## config.mk

```make
export PLATFORM = sky130hd
export DESIGN_NAME = pll_lock_ctrl_flat
export DESIGN_NICKNAME = d
export VERILOG_FILES = /design/src/rtl/pll_ctrl_pkg.sv /design/src/rtl/pll_lock_ctrl_if.sv /design/src/rtl/lock_sync.sv /design/src/rtl/pll_lock_ctrl.sv /design/src/flat_wrapper.sv
export SDC_FILE = /design/constraint.sdc
export NUM_CORES = 1
export LEC_CHECK = 0
export ABC_CLOCK_PERIOD_IN_PS = 4100
export BUFFER_PORTS_ARGS = -buffer_cell sky130_fd_sc_hd__buf_4
export CORE_MARGIN = 2
export CORE_UTILIZATION = 40
export CTS_CLUSTER_DIAMETER = 50
export DETAILED_ROUTE_END_ITERATION = 10
export PLACE_DENSITY_LB_ADDON = 0.1
export REMOVE_ABC_BUFFERS = 1
export SYNTH_ARGS = -nofsm -noshare
export SYNTH_HDL_FRONTEND = slang
export SYNTH_SLANG_ARGS = --single-unit
```

## constraint.sdc

```tcl
create_clock -name clk -period 4.1 [get_ports clk]
set_input_delay 0.615 -clock clk [delete_from_list [all_inputs] [get_ports clk]]
set_output_delay 0.615 -clock clk [all_outputs]
set_load 0.02 [all_outputs]
```

## src/rtl/pll_ctrl_pkg.sv

```systemverilog
// Shared types and default timing for the PLL lock controller.
// Build option: LOCK_SYNC_EN (see pll_lock_ctrl.sv).
package pll_ctrl_pkg;

    typedef enum logic [2:0] {
        ST_RESET,
        ST_WAIT_LOCK,
        ST_STABLE,
        ST_RUN,
        ST_FAIL
    } state_e;

    localparam int unsigned DEF_RST_CYCLES   = 16;
    localparam int unsigned DEF_LOCK_STABLE  = 64;
    localparam int unsigned DEF_LOCK_TIMEOUT = 1024;
    localparam int unsigned DEF_MAX_RETRY    = 3;
    localparam int unsigned DEF_CNT_W        = 11;
    localparam int unsigned DEF_RTRY_W       = 2;

endpackage

```

## src/rtl/pll_lock_ctrl_if.sv

```systemverilog
// PLL reset/lock and downstream enable signals between the controller and its
// environment. master = controller side, slave = PLL/downstream side.
interface pll_lock_ctrl_if
    import pll_ctrl_pkg::*;
#(
    parameter int unsigned RTRY_W = DEF_RTRY_W
);
    logic              pll_lock;
    logic              en_req;
    logic              restart;
    logic              pll_rst;
    logic              ready;
    logic              clk_en;
    logic              lost_lock;
    logic [RTRY_W-1:0] retry_cnt;
    logic              fail;

    modport master (
        input  pll_lock, en_req, restart,
        output pll_rst, ready, clk_en, lost_lock, retry_cnt, fail
    );

    modport slave (
        output pll_lock, en_req, restart,
        input  pll_rst, ready, clk_en, lost_lock, retry_cnt, fail
    );
endinterface

```

## src/rtl/lock_sync.sv

```systemverilog
// Two-flop synchroniser bringing the asynchronous PLL lock into the clk domain.
module lock_sync (
    input  logic clk,
    input  logic rst,
    input  logic d_i,
    output logic q_o
);
    logic [1:0] sync_q;

    // Shift the raw lock through two stages; cleared by the synchronous reset.
    always_ff @(posedge clk) begin
        if (rst) begin
            sync_q <= '0;
        end else begin
            sync_q <= {sync_q[0], d_i};
        end
    end

    assign q_o = sync_q[1];
endmodule

```

## src/rtl/pll_lock_ctrl.sv

```systemverilog
// PLL reset/lock controller: sequences the PLL out of reset, qualifies lock
// stability, grants a registered clock enable, and retries on timeout or lock
// loss until the retry budget is spent.
// Build option: define LOCK_SYNC_EN to pass pll_lock through a 2-flop
// synchroniser (adds 2 cycles to every lock response).
module pll_lock_ctrl
    import pll_ctrl_pkg::*;
#(
    parameter int unsigned RST_CYCLES   = DEF_RST_CYCLES,
    parameter int unsigned LOCK_STABLE  = DEF_LOCK_STABLE,
    parameter int unsigned LOCK_TIMEOUT = DEF_LOCK_TIMEOUT,
    parameter int unsigned MAX_RETRY    = DEF_MAX_RETRY,
    parameter int unsigned CNT_W        = DEF_CNT_W,
    parameter int unsigned RTRY_W       = DEF_RTRY_W
) (
    input logic             clk,
    input logic             rst,
    pll_lock_ctrl_if.master bus
);
    localparam logic [CNT_W-1:0]  RST_LAST     = CNT_W'(RST_CYCLES - 1);
    localparam logic [CNT_W-1:0]  STABLE_LAST  = CNT_W'(LOCK_STABLE - 1);
    localparam logic [CNT_W-1:0]  TIMEOUT_LAST = CNT_W'(LOCK_TIMEOUT - 1);
    localparam logic [RTRY_W-1:0] RETRY_MAX    = RTRY_W'(MAX_RETRY);

    logic lock_q;

`ifdef LOCK_SYNC_EN
    lock_sync u_lock_sync (
        .clk (clk),
        .rst (rst),
        .d_i (bus.pll_lock),
        .q_o (lock_q)
    );
`else
    // Lock is assumed to be generated in the clk domain.
    assign lock_q = bus.pll_lock;
`endif

    state_e            state_q, state_d;
    logic [CNT_W-1:0]  cnt_q, cnt_d;
    logic [RTRY_W-1:0] retry_q, retry_d;
    logic              pll_rst_q, pll_rst_d;
    logic              ready_q, ready_d;
    logic              clk_en_q, clk_en_d;
    logic              lost_q, lost_d;
    logic              fail_q, fail_d;
    logic              retry_evt;

    // Next state, shared counter, retry accounting and registered-output values.
    always_comb begin
        // NOTE: every variable gets a default first so no path can infer a latch.
        state_d   = state_q;
        cnt_d     = cnt_q + 1'b1;
        retry_d   = retry_q;
        lost_d    = 1'b0;
        retry_evt = 1'b0;

        case (state_q)
            ST_RESET: begin
                if (cnt_q == RST_LAST) begin
                    state_d = ST_WAIT_LOCK;
                    cnt_d   = '0;
                end
            end
            ST_WAIT_LOCK: begin
                if (lock_q) begin
                    state_d = ST_STABLE;
                    cnt_d   = '0;
                end else if (cnt_q == TIMEOUT_LAST) begin
                    retry_evt = 1'b1;
                end
            end
            ST_STABLE: begin
                // A lock glitch restarts qualification without charging a retry.
                if (!lock_q) begin
                    state_d = ST_WAIT_LOCK;
                    cnt_d   = '0;
                end else if (cnt_q == STABLE_LAST) begin
                    state_d = ST_RUN;
                    cnt_d   = '0;
                end
            end
            ST_RUN: begin
                cnt_d = '0;
                if (!lock_q) begin
                    lost_d    = 1'b1;
                    retry_evt = 1'b1;
                end
            end
            ST_FAIL: begin
                cnt_d = '0;
            end
            default: begin
                state_d = ST_RESET;
                cnt_d   = '0;
            end
        endcase

        // Retry re-initialises the PLL; retry_cnt saturates at MAX_RETRY.
        if (retry_evt) begin
            cnt_d = '0;
            if (retry_q < RETRY_MAX) begin
                retry_d = retry_q + 1'b1;
                state_d = ST_RESET;
            end else begin
                state_d = ST_FAIL;
            end
        end

        // restart overrides lock and timeout events.
        if (bus.restart) begin
            state_d = ST_RESET;
            cnt_d   = '0;
            retry_d = '0;
            lost_d  = 1'b0;
        end

        pll_rst_d = (state_d == ST_RESET) || (state_d == ST_FAIL);
        ready_d   = (state_d == ST_RUN);
        clk_en_d  = (state_d == ST_RUN) && bus.en_req && lock_q;
        fail_d    = (state_d == ST_FAIL);
    end

    // State and output registers with synchronous reset to the idle values.
    always_ff @(posedge clk) begin
        // NOTE: sequential state uses non-blocking assignments so all registers
        // update from the same pre-edge values.
        if (rst) begin
            state_q   <= ST_RESET;
            cnt_q     <= '0;
            retry_q   <= '0;
            pll_rst_q <= 1'b1;
            ready_q   <= 1'b0;
            clk_en_q  <= 1'b0;
            lost_q    <= 1'b0;
            fail_q    <= 1'b0;
        end else begin
            state_q   <= state_d;
            cnt_q     <= cnt_d;
            retry_q   <= retry_d;
            pll_rst_q <= pll_rst_d;
            ready_q   <= ready_d;
            clk_en_q  <= clk_en_d;
            lost_q    <= lost_d;
            fail_q    <= fail_d;
        end
    end

    assign bus.pll_rst   = pll_rst_q;
    assign bus.ready     = ready_q;
    assign bus.clk_en    = clk_en_q;
    assign bus.lost_lock = lost_q;
    assign bus.retry_cnt = retry_q;
    assign bus.fail      = fail_q;
endmodule

```

## src/flat_wrapper.sv

```systemverilog
// flat-port wrapper written by rule: the top's interface ports become plain ports
module pll_lock_ctrl_flat import pll_ctrl_pkg::*;
#(
    parameter int unsigned RST_CYCLES   = DEF_RST_CYCLES,
    parameter int unsigned LOCK_STABLE  = DEF_LOCK_STABLE,
    parameter int unsigned LOCK_TIMEOUT = DEF_LOCK_TIMEOUT,
    parameter int unsigned MAX_RETRY    = DEF_MAX_RETRY,
    parameter int unsigned CNT_W        = DEF_CNT_W,
    parameter int unsigned RTRY_W       = DEF_RTRY_W
)
  (clk, rst, bus_pll_lock, bus_en_req, bus_restart, bus_pll_rst, bus_ready, bus_clk_en, bus_lost_lock, bus_retry_cnt, bus_fail);
  pll_lock_ctrl_if #(.RTRY_W(RTRY_W)) bus_i ();
  input logic clk;
  input logic rst;
  input wire logic [$bits(bus_i.pll_lock)-1:0] bus_pll_lock;
  input wire logic [$bits(bus_i.en_req)-1:0] bus_en_req;
  input wire logic [$bits(bus_i.restart)-1:0] bus_restart;
  output wire logic [$bits(bus_i.pll_rst)-1:0] bus_pll_rst;
  output wire logic [$bits(bus_i.ready)-1:0] bus_ready;
  output wire logic [$bits(bus_i.clk_en)-1:0] bus_clk_en;
  output wire logic [$bits(bus_i.lost_lock)-1:0] bus_lost_lock;
  output wire logic [$bits(bus_i.retry_cnt)-1:0] bus_retry_cnt;
  output wire logic [$bits(bus_i.fail)-1:0] bus_fail;
  assign bus_i.pll_lock = bus_pll_lock;
  assign bus_i.en_req = bus_en_req;
  assign bus_i.restart = bus_restart;
  assign bus_pll_rst = bus_i.pll_rst;
  assign bus_ready = bus_i.ready;
  assign bus_clk_en = bus_i.clk_en;
  assign bus_lost_lock = bus_i.lost_lock;
  assign bus_retry_cnt = bus_i.retry_cnt;
  assign bus_fail = bus_i.fail;
  pll_lock_ctrl #(.RST_CYCLES(RST_CYCLES), .LOCK_STABLE(LOCK_STABLE), .LOCK_TIMEOUT(LOCK_TIMEOUT), .MAX_RETRY(MAX_RETRY), .CNT_W(CNT_W), .RTRY_W(RTRY_W)) u_core (.clk(clk), .rst(rst), .bus(bus_i));
endmodule
```

; Yosys cells after proc, flatten, opt, wreduce, memory -nomap -nowiden
; Cells that the tools add are included.
[word_totals]
ff_bits = 21
elab_cells = 48
[classes]
addsub = 2
n_lt_le_gt_ge = 1
eq_ne = 9
n_mux = 17
bitwise_logic = 1
reduce_logical = 10
[ops]
columns = operator, n
row1 = 11-bit two-way mux, 4
row2 = 11-bit case mux with 3 select lines, 1
row3 = 3-bit two-way mux, 7
row4 = 3-bit case mux with 4 select lines, 1
row5 = 11-bit by 1-bit adder with 11-bit output (second input constant), 1
row6 = 11-bit by 10-bit == test with 1-bit output (second input constant), 1
row7 = 11-bit by 4-bit == test with 1-bit output (second input constant), 1
row8 = 11-bit by 6-bit == test with 1-bit output (second input constant), 1
row9 = 3-bit by 2-bit == test with 1-bit output (second input constant), 3
row10 = 3-bit == test (second input constant), 2
row11 = 3-bit zero test, 2
row12 = 3-bit OR reduction, 2
row13 = 2-bit OR reduction, 2
row14 = 3-bit by 1-bit == test with 1-bit output (second input constant), 1
row15 = 1-bit two-way mux, 3
row16 = 2-bit by 1-bit adder with 2-bit output (second input constant), 1
row17 = 1-bit logical AND, 2
row18 = 2-bit < comparator (second input constant), 1
row19 = 1-bit case mux with 2 select lines, 1
row20 = 2-bit AND reduction, 1
row21 = 1-bit logical OR, 1
row22 = 1-bit NOT, 1

; Logic depth before layout (Yosys ltp)
[depth]
ltp_word = 9
mapped_depth = 6
depth_no_buf = 5

; Least setup slack after synthesis
; Ideal clock, no wire load.
[synth_path]
path_kind = input-to-reg
from = input port bus_pll_lock
to = register u_core.retry_q[0], in the netlist u_core.bus.retry_cnt[0]
arrival_ns = 1.992
slack_ns = 2.036
stages = 4
path_buffers = 0
path_cell_list = or4b_1 -> or4_4 -> a21oi_4 -> mux2i_1
[synth_between]
elab_chain_len = 3
word_cells_on_any_way = 4
[synth_lines]
columns = element, line_no
row1 = "start, declared", flat_wrapper.sv:15  ; input wire logic [$bits(bus_i.pll_lock)-1:0] bus_pll_lock;
row2 = 1-bit two-way mux (on tied branches), "pll_lock_ctrl.sv:85, pll_lock_ctrl.sv:66"
row3 = 1-bit case mux with 2 select lines (*), pll_lock_ctrl.sv:58  ; case (state_q)
row4 = 2-bit AND reduction (no line) (*), --
row5 = "end signal, assigned", pll_lock_ctrl.sv:140  ; retry_q <= retry_d;
row6 = "end, declared", pll_lock_ctrl.sv:41  ; logic [RTRY_W-1:0] retry_q, retry_d;
; Every way passes the cells marked *; elsewhere a longest branch is shown, timed or not.
; A chain may end at the register's enable or synchronous reset.

; Final worst setup path
[layout_path]
from = register u_core.cnt_q[0]
to = register u_core.retry_q[0], in the netlist u_core.bus.retry_cnt[0]
[layout_between]
elab_chain_len = 5
[layout_lines]
columns = element, line_no
row1 = "start, declared", pll_lock_ctrl.sv:40  ; logic [CNT_W-1:0] cnt_q, cnt_d;
row2 = "start signal, assigned", pll_lock_ctrl.sv:139  ; cnt_q <= cnt_d;
row3 = 11-bit by 10-bit == test with 1-bit output, pll_lock_ctrl.sv:69  ; end else if (cnt_q == TIMEOUT_LAST) begin
row4 = 1-bit two-way mux, pll_lock_ctrl.sv:69
row5 = 1-bit two-way mux, pll_lock_ctrl.sv:66  ; if (lock_q) begin
row6 = 1-bit case mux with 2 select lines, pll_lock_ctrl.sv:58
row7 = 2-bit AND reduction (no line), --
; Every way passes these cells.

==> metrics.log <==
[metrics] status: finished, final reports clean
[metrics] relative area change from synthesis to final layout: 13.6%
[metrics] H-tree level count: 1
[metrics] final worst path period share: 48.7%
[metrics] # setup viols final: 0
[metrics] post-layout min period: 1.99 ns
[metrics] clock tree from TritonCTS: yes
[metrics] core region area: 2230 sq um
[metrics] routed wl met2: 653 um
[metrics] RSZ-0062 raised after global routing: false
[metrics] worst setup skew after layout: 0.00219 ns
[metrics] Antenna Nets Post-Route: 0
[metrics] final worst-path setup slack: 2.11 ns
[metrics] worst slew margin relative to its limit: 72.1%
[metrics] Gate Count Post-Synth: 100
[metrics] worst slack at placement: 1.84 ns
[metrics] syn_area_per_cell: 9.53 sq um
[metrics] Synth area leader: dfxtp_1
[metrics] vias post-DR: 745
[metrics] Setup Fix Bufs, Post-CTS: 0
[metrics] clock-pin slew reported for the worst setup and hold paths after clock tree synthesis: 0.11 ns
[metrics] number of antenna diodes: 0
[metrics] WL met3: 71 um
[metrics] Clk pwr share: 31.6%
[metrics] worst hold-check path type: flip-flop to flip-flop
[metrics] placed wire-length estimate: 1180 um
[metrics] FP Rows: 17
[metrics] switching power share of the total: 22.0%
[metrics] kind of capture point of the worst setup path: flip-flop
[metrics] Worst EP arrival: 2.24 ns
[metrics] drt first-iter violations: 12
[metrics] global routing usage summed across all routing layers: 14.6%
[metrics] insertion delay of the later-clocked pin in the worst-skew pair: 0.31 ns
[metrics] met1 routed wirelength after detailed routing: 845 um
[metrics] number of antenna violations at the first check in global routing: 0
[metrics] clock buffers created by TritonCTS: 3
[metrics] Int Power: 246 uW
[metrics] power density of the placed cells: 291 nW/um^2
[metrics] sum of routed wire length over all layers: 1630 um
[metrics] die area: 2790 sq um
[metrics] top fanout value on the critical path: 9
[metrics] Port Buf Inserts: 11
[metrics] highest metal used: met4
[metrics] number of clock sinks: 21
[metrics] Warnings, synthesis: 0
[metrics] kind of launch point of the worst setup path: flip-flop
[metrics] chip height: 52.8 um
[metrics] Worst path slowest cell: or4_4
[metrics] Leak: 0.393 nW
[metrics] count of cell types in the netlist: 38
[metrics] sequential share of the synthesized area: 44.1%
[metrics] grt total ovfl: 0
[metrics] share of total power in sequential cells: 65.2%
[metrics] flip-flop and latch count after synthesis: 21
[metrics] root buf cell: clkbuf_4
[metrics] fraction of synthesized cell area taken by the top area cell type: 44.1%
[metrics] maximum buffer depth of the clock tree: 2
[metrics] final weighted congestion of routability-driven global placement: 0.721
[metrics] total of max-cap violations: 0
[metrics] Hold Buf Count CTS: 0
[metrics] synthesized cell area: 953 sq um
[metrics] area occupied by multi-input gates: 514 sq um
[metrics] maximum number of pins on one net before global-route repair: 13
[metrics] maximum VDD drop: 196 uV
[metrics] Fmax achieved: 501 MHz
[metrics] via count of the first global-routing pass: 647
[metrics] initial core utilization: 42.7%
[metrics] combined flip-flop and latch cell area: 420 sq um
[metrics] total iterations of the first detailed-routing run: 4
[metrics] largest cells by area after synthesis: dfxtp_1 44%, nor3_1 6.3%, xnor2_1 4.6%
[metrics] I/O pin count: 12
[metrics] Filler cells: 216
[metrics] Vias/cell: 5.32
[metrics] largest stage delay on the critical path: 0.68 ns
[metrics] placed cell count: 136
[metrics] DRC: 0
[metrics] cells traversed along the worst timing path: ha_1, nand3_1, or4_4, a21oi_4, mux2i_1
[metrics] post-DR wirelength/cell: 11.6 um
[metrics] critical path start-end classification: flip-flop to flip-flop
[metrics] fraction of power consumed by combinational cells: 3.1%
[metrics] Slew @ Worst Pin: 0.415 ns
[metrics] DIE WIDTH: 52.8 um
[metrics] final hold viol count: 0
[metrics] layout cell share with drive strength beyond 1: 18.8%
[metrics] # resized after CTS: 0
[metrics] power spent charging and discharging nets: 69.2 uW
[metrics] global-route wire length before repair: 2880 um
[metrics] sum of negative setup slack: 0 ns
[metrics] final-report max-slew violation count: 0
[metrics] Post-layout nets: 120
[metrics] data required time of the worst path: 4.35 ns
[metrics] post-route insts no fill: 140
-- final cells by class --
class	count	share of cell area [%]
clock buffers	3	2.08
flip-flops and latches	21	38.8
repair buffers	11	7.62
inverters	1	0.346
clock inverters	1	0.462
well taps	28	3.23
multi-input cells	75	47.5
-- metrics by stage --
| stage | total power, mW | util (%) | cell area, sq um | hold slack [ns] |
|---|---|---|---|---|
| 3_3_place_gp | 0.220 | 47.3 | 1060 | 0.468 |
| 2_1_floorplan | 0.215 | - | 938 | 0.447 |
| 6_report | 0.315 | 48.5 | 1080 | 0.485 |
| 5_1_grt | 0.329 | 48.5 | 1080 | 0.518 |
| 4_1_cts | 0.319 | 48.5 | 1080 | 0.491 |
| 3_5_place_dp | 0.220 | 47.3 | 1060 | 0.471 |
-- Yosys cell counts --
| library cell | count |
|---|---|
| and4bb_2 | 1 |
| xnor2_1 | 5 |
| nor3b_1 | 3 |
| a221oi_1 | 1 |
| dfxtp_1 | 21 |
| o21ai_0 | 1 |
| nor3_1 | 12 |
| clkbuf_1 | 2 |
| nor2b_1 | 1 |
| or3_1 | 2 |
| or4_1 | 1 |
| a211oi_1 | 1 |
| nand2_1 | 7 |
| o22ai_1 | 1 |
| and2_1 | 1 |
| nor4_1 | 1 |
| and4_1 | 1 |
| or2_1 | 1 |
| o31ai_1 | 1 |
| or2_2 | 1 |
| nand4_1 | 3 |
| mux2i_1 | 2 |
| a21oi_4 | 1 |
| and3_1 | 2 |
| buf_4 | 1 |
| nand3_1 | 4 |
| inv_1 | 1 |
| xor2_1 | 4 |
| o21bai_1 | 1 |
| nor2_1 | 6 |
| a21boi_2 | 1 |
| ha_1 | 2 |
| o41ai_1 | 1 |
| or4b_1 | 1 |
| nand3_2 | 1 |
| or4_4 | 1 |
| and4b_1 | 1 |
| o21a_1 | 2 |
-- metal layers --
metal | vias to the layer above | track usage, %
met2 | 19 | 19.6
met5 | - | 0
met4 | 0 | 10.3
met3 | 8 | 3.71
met1 | 328 | 20.0
li1 | 390 | -
-- cells by family (layout without fill, tap and decap cells) --
| group | count (synthesis) | in the layout | share of synthesized area, % |
|---|---|---|---|
| muxes | 2 | 2 | 2.10 |
| and+or+nand+nor | 51 | 51 | 31.1 |
| AOI/OAI and AO/OA | 11 | 11 | 9.84 |
| buffers and inverters | 4 | 16 | 1.97 |
| xor gates and xnor gates | 9 | 9 | 8.27 |
| DFF | 21 | 21 | 44.1 |
| adders and majority gates | 2 | 2 | 2.62 |
-- worst paths after layout --
kind / from / endpoint / slack (ns) / cells after the start
worst min-delay path: u_core.cnt_q[0] / u_core.cnt_q[0] / 0.48 / 1
worst min register to register: u_core.cnt_q[0] / u_core.cnt_q[0] / 0.48 / 1
worst max register to register: u_core.cnt_q[0] / u_core.bus.retry_cnt[0] / 2.11 / 5
worst max-delay path: u_core.cnt_q[0] / u_core.bus.retry_cnt[0] / 2.11 / 5
-- critical path: cells and delay by family (launching register included) --
family / cells / cell delay, ns
AO/OA/AOI/OAI: 1 / 0.20
adder cells (fa/ha/maj): 1 / 0.19
flip-flops: 1 / 0.38
multiplexers: 1 / 0.19
AND/OR/NAND/NOR: 2 / 0.97
-- registers in the layout (all words and copies together), names as in the netlist --
register,flops
u_core.cnt_q,11
u_core.state_q,3
u_core.bus.retry_cnt,2
u_core.bus.clk_en,1
u_core.bus.fail,1
u_core.bus.lost_lock,1
u_core.bus.pll_rst,1
u_core.bus.ready,1
-- power groups by stage --
stage	registers, mW	logic [mW]	clock network [mW]
4_1_cts	0.206	0.0101	0.103
3_5_place_dp	0.210	0.0101	0
5_1_grt	0.206	0.0111	0.112
2_1_floorplan	0.210	0.00475	0
3_3_place_gp	0.210	0.0100	0
6_report	0.206	0.00990	0.0996
-- placed cells by master (no fill, tap or decap), types with 2 or more instances in the layout --
cell type and count:
nand3_1 4, or3_1 2, and3_1 2, dfxtp_1 21, ha_1 2, nor3b_1 3, clkbuf_4 3, nand2_1 7
xor2_1 4, xnor2_1 5, buf_4 11, o21a_1 2, nor3_1 12, nor2_1 6, mux2i_1 2, nand4_1 3
Power figures use the tool's default switching activity.
